## config.mk

```make
export PLATFORM = sky130hd
export DESIGN_NAME = pcpi_mul_arbiter
export DESIGN_NICKNAME = d
export VERILOG_FILES = /design/src/rtl/pcpi_arb_pkg.sv /design/src/rtl/pcpi_mul_decode.sv /design/src/rtl/pcpi_mul_arbiter.sv
export SDC_FILE = /design/constraint.sdc
export NUM_CORES = 1
export LEC_CHECK = 0
export BUFFER_PORTS_ARGS = -buffer_cell sky130_fd_sc_hd__buf_4
export CAP_MARGIN = 25
export CORE_AREA = 2 2 154 156
export DETAILED_ROUTE_END_ITERATION = 16
export DIE_AREA = 0 0 156 158
export MAX_ROUTING_LAYER = met4
export PLACE_DENSITY = 0.61
export SYNTH_ARGS = -nofsm -noshare
export SYNTH_HDL_FRONTEND = slang
export SYNTH_SLANG_ARGS = --single-unit
```

## constraint.sdc

```tcl
create_clock -name clk -period 2.4 [get_ports clk]
set_input_delay 0.36 -clock clk [delete_from_list [all_inputs] [get_ports clk]]
set_output_delay 0.36 -clock clk [all_outputs]
set_load 0.03 [all_outputs]
```

## src/rtl/pcpi_arb_pkg.sv

```systemverilog
// Shared definitions for the two-requester PCPI multiplier arbiter:
// opcode constants, FSM states and the MUL-class instruction decode.
package pcpi_arb_pkg;

  localparam logic [6:0] OPC_OP     = 7'b0110011;
  localparam logic [6:0] F7_MULDIV  = 7'b0000001;

  typedef enum logic [1:0] {
    IDLE  = 2'd0,
    BUSY  = 2'd1,
    DRAIN = 2'd2
  } state_t;

  // funct3 000..011 (MUL, MULH, MULHSU, MULHU); bit 14 set means DIV/REM
  function automatic logic is_mul(input logic [31:0] insn);
    return (insn[6:0] == OPC_OP) && (insn[31:25] == F7_MULDIV) && !insn[14];
  endfunction

endpackage

```

## src/rtl/pcpi_mul_decode.sv

```systemverilog
// Combinational MUL-class pre-decode for one PCPI requester.
module pcpi_mul_decode
  import pcpi_arb_pkg::*;
(
  input  logic [31:0] insn,
  output logic        is_mul
);

  assign is_mul = pcpi_arb_pkg::is_mul(insn);

endmodule

```

## src/rtl/pcpi_mul_arbiter.sv

```systemverilog
// Round-robin sharing of one PCPI multiplier between two PCPI requesters,
// with latched operands, combinational return path and a latency timeout.
module pcpi_mul_arbiter
  import pcpi_arb_pkg::*;
#(
  parameter int unsigned MAX_LAT = 80,
  parameter int unsigned CNT_W   = 7
) (
  input  logic        clk,
  input  logic        reset,
  input  logic        s0_valid,
  input  logic [31:0] s0_insn,
  input  logic [31:0] s0_rs1,
  input  logic [31:0] s0_rs2,
  output logic        s0_wr,
  output logic [31:0] s0_rd,
  output logic        s0_wait,
  output logic        s0_ready,
  output logic        s0_abort,
  input  logic        s1_valid,
  input  logic [31:0] s1_insn,
  input  logic [31:0] s1_rs1,
  input  logic [31:0] s1_rs2,
  output logic        s1_wr,
  output logic [31:0] s1_rd,
  output logic        s1_wait,
  output logic        s1_ready,
  output logic        s1_abort,
  output logic        m_valid,
  output logic [31:0] m_insn,
  output logic [31:0] m_rs1,
  output logic [31:0] m_rs2,
  input  logic        m_wr,
  input  logic [31:0] m_rd,
  input  logic        m_wait,
  input  logic        m_ready
);

  localparam logic [CNT_W-1:0] CNT_LAST = CNT_W'(MAX_LAT - 1);
  localparam logic [CNT_W-1:0] CNT_MAX  = '1;

  state_t            state;
  logic              gnt;
  logic              last;
  logic [CNT_W-1:0]  cnt;
  logic [31:0]       insn_q;
  logic [31:0]       rs1_q;
  logic [31:0]       rs2_q;

  logic dec0, dec1, req0, req1, pick;
  logic busy, drain, timeout, live, rdy0, rdy1;
  logic unused_m_wait;

  pcpi_mul_decode u_dec0 (.insn(s0_insn), .is_mul(dec0));
  pcpi_mul_decode u_dec1 (.insn(s1_insn), .is_mul(dec1));

  assign req0  = s0_valid & dec0;
  assign req1  = s1_valid & dec1;
  assign busy  = (state == BUSY);
  assign drain = (state == DRAIN);
  assign pick  = (req0 & req1) ? ~last : req1;

  // m_ready has priority: a completing op in the final cycle is not aborted
  assign timeout = busy & ~m_ready & (cnt == CNT_LAST);

  assign unused_m_wait = m_wait;

  always_ff @(posedge clk) begin
    if (reset) begin
      state  <= IDLE;
      gnt    <= 1'b0;
      last   <= 1'b1;
      cnt    <= '0;
      insn_q <= '0;
      rs1_q  <= '0;
      rs2_q  <= '0;
    end else begin
      case (state)
        IDLE: begin
          if (req0 | req1) begin
            gnt    <= pick;
            insn_q <= pick ? s1_insn : s0_insn;
            rs1_q  <= pick ? s1_rs1  : s0_rs1;
            rs2_q  <= pick ? s1_rs2  : s0_rs2;
            cnt    <= '0;
            state  <= BUSY;
          end
        end
        BUSY: begin
          if (cnt != CNT_MAX) cnt <= cnt + 1'b1;
          if (m_ready || (cnt == CNT_LAST)) begin
            last  <= gnt;
            state <= DRAIN;
          end
        end
        DRAIN:   state <= IDLE;
        default: state <= IDLE;
      endcase
    end
  end

  // Outputs are forced low while reset is asserted, even if state is still BUSY
  always_comb begin
    live     = ~reset;
    rdy0     = live & busy & ~gnt & m_ready;
    rdy1     = live & busy &  gnt & m_ready;

    m_valid  = live & busy;
    m_insn   = live ? insn_q : '0;
    m_rs1    = live ? rs1_q  : '0;
    m_rs2    = live ? rs2_q  : '0;

    s0_ready = rdy0;
    s0_wr    = rdy0 & m_wr;
    s0_rd    = (live & ~gnt) ? m_rd : '0;
    s0_abort = live & timeout & ~gnt;
    s0_wait  = live & req0 & ~rdy0 & ~(drain & ~last);

    s1_ready = rdy1;
    s1_wr    = rdy1 & m_wr;
    s1_rd    = (live & gnt) ? m_rd : '0;
    s1_abort = live & timeout & gnt;
    s1_wait  = live & req1 & ~rdy1 & ~(drain & last);
  end

endmodule
```

==> load_flow_metrics.sql <==
INSERT INTO impl_metrics (metric_group, metric, value, unit) VALUES
('place', 'pre_cts_ws', '-0.008194', 'ns'),
('setup_path', 'cpMaxStageDelayCell', 'sky130_fd_sc_hd__dfxtp_1', ''),
('routing', 'post_route_wl', '22510', 'um'),
('clocking', 'clkTransAtPathRegs', '0.08', 'ns'),
('yosys', 'mappedNetlistArea', '0.005618', 'sq mm'),
('grt', 'first_pass_grt_wire_length', '32670', 'um'),
('layout', 'layout.cells.most_common_list', 'sky130_fd_sc_hd__buf_4, sky130_fd_sc_hd__nand2_1, sky130_fd_sc_hd__nor2b_1, sky130_fd_sc_hd__dfxtp_1, sky130_fd_sc_hd__nor2_1', ''),
('routing', 'number_of_iterations_in_the_first_detailed_routing_pass', '4', ''),
('setup_path', 'timing.critical_path.to_type', 'primary output', ''),
('clocking', 'postCtsHoldBufs', '0', ''),
('routing', 'route.vias.total', '6434', ''),
('outcome', 'run_status', 'finished clean', ''),
('place', 'hpwl', '17190', 'um'),
('power_and_ir_drop', 'static-leakage-power', '4.295', 'nW'),
('sta', 'final-setup-viol-count', '0', ''),
('clocking', 'cts_inserted_buffers', '9', ''),
('place', 'gpl.final_weighted_congestion', '0.8436', ''),
('grt', 'total_overflow_reported_by_the_global_router', '0', ''),
('routing', 'detail_route.wl_per_cell', '15.96', 'um'),
('place', 'place.port_buffers', '398', ''),
('sta', 'slew_headroom', '0.5501', ''),
('clocking', 'clockBufferDepth', '2', ''),
('routing', 'vias_per_cell', '4.563', ''),
('layout', 'fin_area', '0.009304', 'sq mm'),
('setup_path', 'critical_path.cell_chain', 'nor2b_1 -> nand2_1 -> nor3_1 -> and2_1 -> buf_4', ''),
('routing', 'post-route-drc-count', '0', ''),
('clocking', 'ctsResizeCount', '0', ''),
('floorplanning', 'die_w', '156', 'um'),
('clocking', 'postCtsSetupBuffers', '0', ''),
('yosys', 'yosysSeqAreaShare', '0.3813', ''),
('floorplanning', 'die_h', '158', 'um'),
('setup_path', 'timing.critical_path.required', '2.04', 'ns'),
('power_and_ir_drop', 'max-vdd-ir-drop', '0.2718', 'mV'),
('setup_path', 'worstSetupPathType', 'reg -> out', ''),
('layout', 'mostFrequentLayoutCell', 'sky130_fd_sc_hd__buf_4', ''),
('sta', 'unrepaired_setup_endpoints_after_global_routing', 'false', ''),
('sta', 'final_clock_period_utilization_by_the_worst_path', '0.9131', ''),
('sta', 'post-route-min-period', '2.191', 'ns'),
('place', 'post_dp_cell_area', '0.009004', 'sq mm'),
('floorplanning', 'placeableCoreArea', '0.02305', 'sq mm'),
('yosys', 'number_of_flip_flops_and_latches_in_the_synthesized_netlist', '107', ''),
('setup_path', 'critPathBufInv', '1', ''),
('layout', 'fillerInstances', '2473', ''),
('grt', 'grt_start_max_net_pins', '137', ''),
('worst_hold_path', 'min-delay-path-class', 'in -> reg', ''),
('routing', 'first_iter_violations', '309', ''),
('layout', 'final-seq-area', '0.002142', 'sq mm'),
('power_and_ir_drop', 'power-per-cell-area', '410.6', 'mW/mm^2'),
('yosys', 'post_synth_num_cell_types', '36', ''),
('clocking', 'worst_skew_pair.late_latency', '0.35', 'ns'),
('sta', 'setup_slack', '0.2086', 'ns'),
('sta', 'fmax', '0.4563', 'GHz'),
('clocking', 'clkSinkCount', '107', ''),
('yosys', 'synthesis.instances', '749', ''),
('layout', 'layout-drive-gt1-share', '0.3986', ''),
('yosys', 'synth_nets', '981', ''),
('run', 'timing.max_cap.violations', '0', ''),
('sta', 'finalMaxSlewViolations', '0', ''),
('setup_path', 'cp_top_family', 'simple AND/OR/NAND/NOR gates', ''),
('setup_path', 'cp.arrival', '1.83', 'ns'),
('setup_path', 'crit_path_max_incr_delay', '0.45', 'ns'),
('routing', 'antenna_violating_nets_post_route', '0', ''),
('clocking', 'cts-root-buf', 'sky130_fd_sc_hd__clkbuf_16', ''),
('floorplanning', 'die_area', '0.02465', 'sq mm'),
('grt', 'groute.usage.overall', '0.1755', ''),
('floorplanning', 'row_count', '56', ''),
('grt', 'grt_antenna_before_repair', '1', ''),
('grt', 'first_global_vias', '5930', ''),
('layout', 'layout.nets', '1346', ''),
('sta', 'finalHoldViolCount', '0', ''),
('floorplanning', 'io_pins', '400', ''),
('yosys', 'yosysWarnings', '0', ''),
('setup_path', 'timing.critical_path.from_type', 'register', ''),
('yosys', 'synth.avg_cell_area', '7.501', 'sq um'),
('setup_path', 'critical_path_peak_fanout', '5', ''),
('sta', 'finClkSkew', '0.01064', 'ns'),
('floorplanning', 'effective_utilization_at_floorplan', '0.2437', ''),
('layout', 'multi_input_area', '0.003188', 'sq mm'),
('clocking', 'tritoncts', 'done', ''),
('sta', 'worst_slew_pin_slew', '0.6749', 'ns'),
('clocking', 'cts-htree-levels', '3', ''),
('layout', 'flow.area_growth_from_synthesis', '65.61', '%');
[stage by stage]
stage	std cells	power, mW	hold slack (ns)	TNS (ns)	util
after global placement	1393	2.344	0.4428	0	0.3906
after global routing	1410	4.018	0.2480	0	0.4036
after floorplan	749	1.985	0.4323	0	-
final	1410	3.820	0.2722	0	0.4036
after detailed placement	1393	2.350	0.4505	-0.008194	0.3906
after CTS	1409	3.905	0.2501	0	0.4035
[where the power goes]
group          switching, mW  internal, mW
clock                  0.738         0.778
combinational          0.221         0.309
sequential         0.0000372          1.77
total                  0.959          2.86
[worst register-to-register path: stages (launching register included)]
cell and delay [ns]:
sky130_fd_sc_hd__dfxtp_1 0.33, sky130_fd_sc_hd__ha_1 0.23, sky130_fd_sc_hd__and4_1 0.25, sky130_fd_sc_hd__a31oi_1 0.40
sky130_fd_sc_hd__nand4_1 0.17, sky130_fd_sc_hd__xor2_1 0.16, sky130_fd_sc_hd__nor3_1 0.11
[cells in the mapped netlist (all sizes together)]
| cell | n | area [sq um] |
|---|---|---|
| ha | 1 | 12.51 |
| xnor2 | 2 | 17.52 |
| and3 | 33 | 206.5 |
| and4 | 1 | 8.760 |
| a31oi | 1 | 6.260 |
| o21bai | 1 | 7.510 |
| nand4 | 3 | 18.77 |
| xor2 | 3 | 26.28 |
| o21ba | 1 | 10.01 |
| buf | 28 | 156.4 |
| o311ai | 1 | 8.760 |
| a311oi | 81 | 709.4 |
| nand2 | 167 | 626.9 |
| nand4b | 1 | 8.760 |
| mux2i | 1 | 10.01 |
| a211oi | 1 | 12.51 |
| a21oi | 3 | 15.01 |
| a2bb2oi | 1 | 8.760 |
| o21ai | 1 | 5.000 |
| nor2b | 107 | 669.4 |
| nor2 | 100 | 375.4 |
| nor3b | 2 | 15.01 |
| and2 | 34 | 212.7 |
| inv | 3 | 11.26 |
| nor4 | 4 | 25.02 |
| nand2b | 2 | 12.51 |
| nor3 | 8 | 40.04 |
| nand3 | 1 | 5.000 |
| nor4bb | 6 | 60.06 |
| a31o | 1 | 8.760 |
| clkbuf | 42 | 157.7 |
| or4 | 1 | 7.510 |
| dfxtp | 107 | 2142 |
[cells by family after synthesis]
logic type	after synthesis	synth area share
muxes	1	0.001782
AOI/OAI and AO/OA	92	0.1410
buffers and inverters	73	0.05791
DFF	107	0.3813
and+or+nand+nor	470	0.4080
xor gates and xnor gates	5	0.007797
adders and majority gates	1	0.002227
[path summary, 6_finish.rpt]
check	startpoint	endpoint	slack (ns)	cells after the start
min	s0_rs1[15]	rs1_q[15]	0.27	3
max	state[0]	s0_wr	0.21	5
max reg2reg	cnt[0]	cnt[5]	0.68	6
min reg2reg	insn_q[1]	insn_q[1]	0.46	2
[cell type report]
class / count / area share
multi-input cells: 569 / 0.3427
clock inverters: 5 / 0.004841
well taps: 290 / 0.03900
diodes: 1 / 0.0002690
inverters: 3 / 0.001210
clock buffers: 11 / 0.02717
flip-flops and latches: 107 / 0.2302
repair buffers: 424 / 0.3546
[layer usage]
layer,global-route usage,up-vias,wire length (um)
met3,0.03531,24,1449
met2,0.3083,251,11480
met5,-,-,0
met4,0.06684,0,674
met1,0.1974,2901,8896
li1,-,3258,-
[state kept, by name (all words and copies together) (netlist names)]
signal / flops
insn_q: 32
rs1_q: 32
rs2_q: 32
cnt: 7
state: 2
gnt: 1
last: 1
Power figures use the tool's default switching activity.
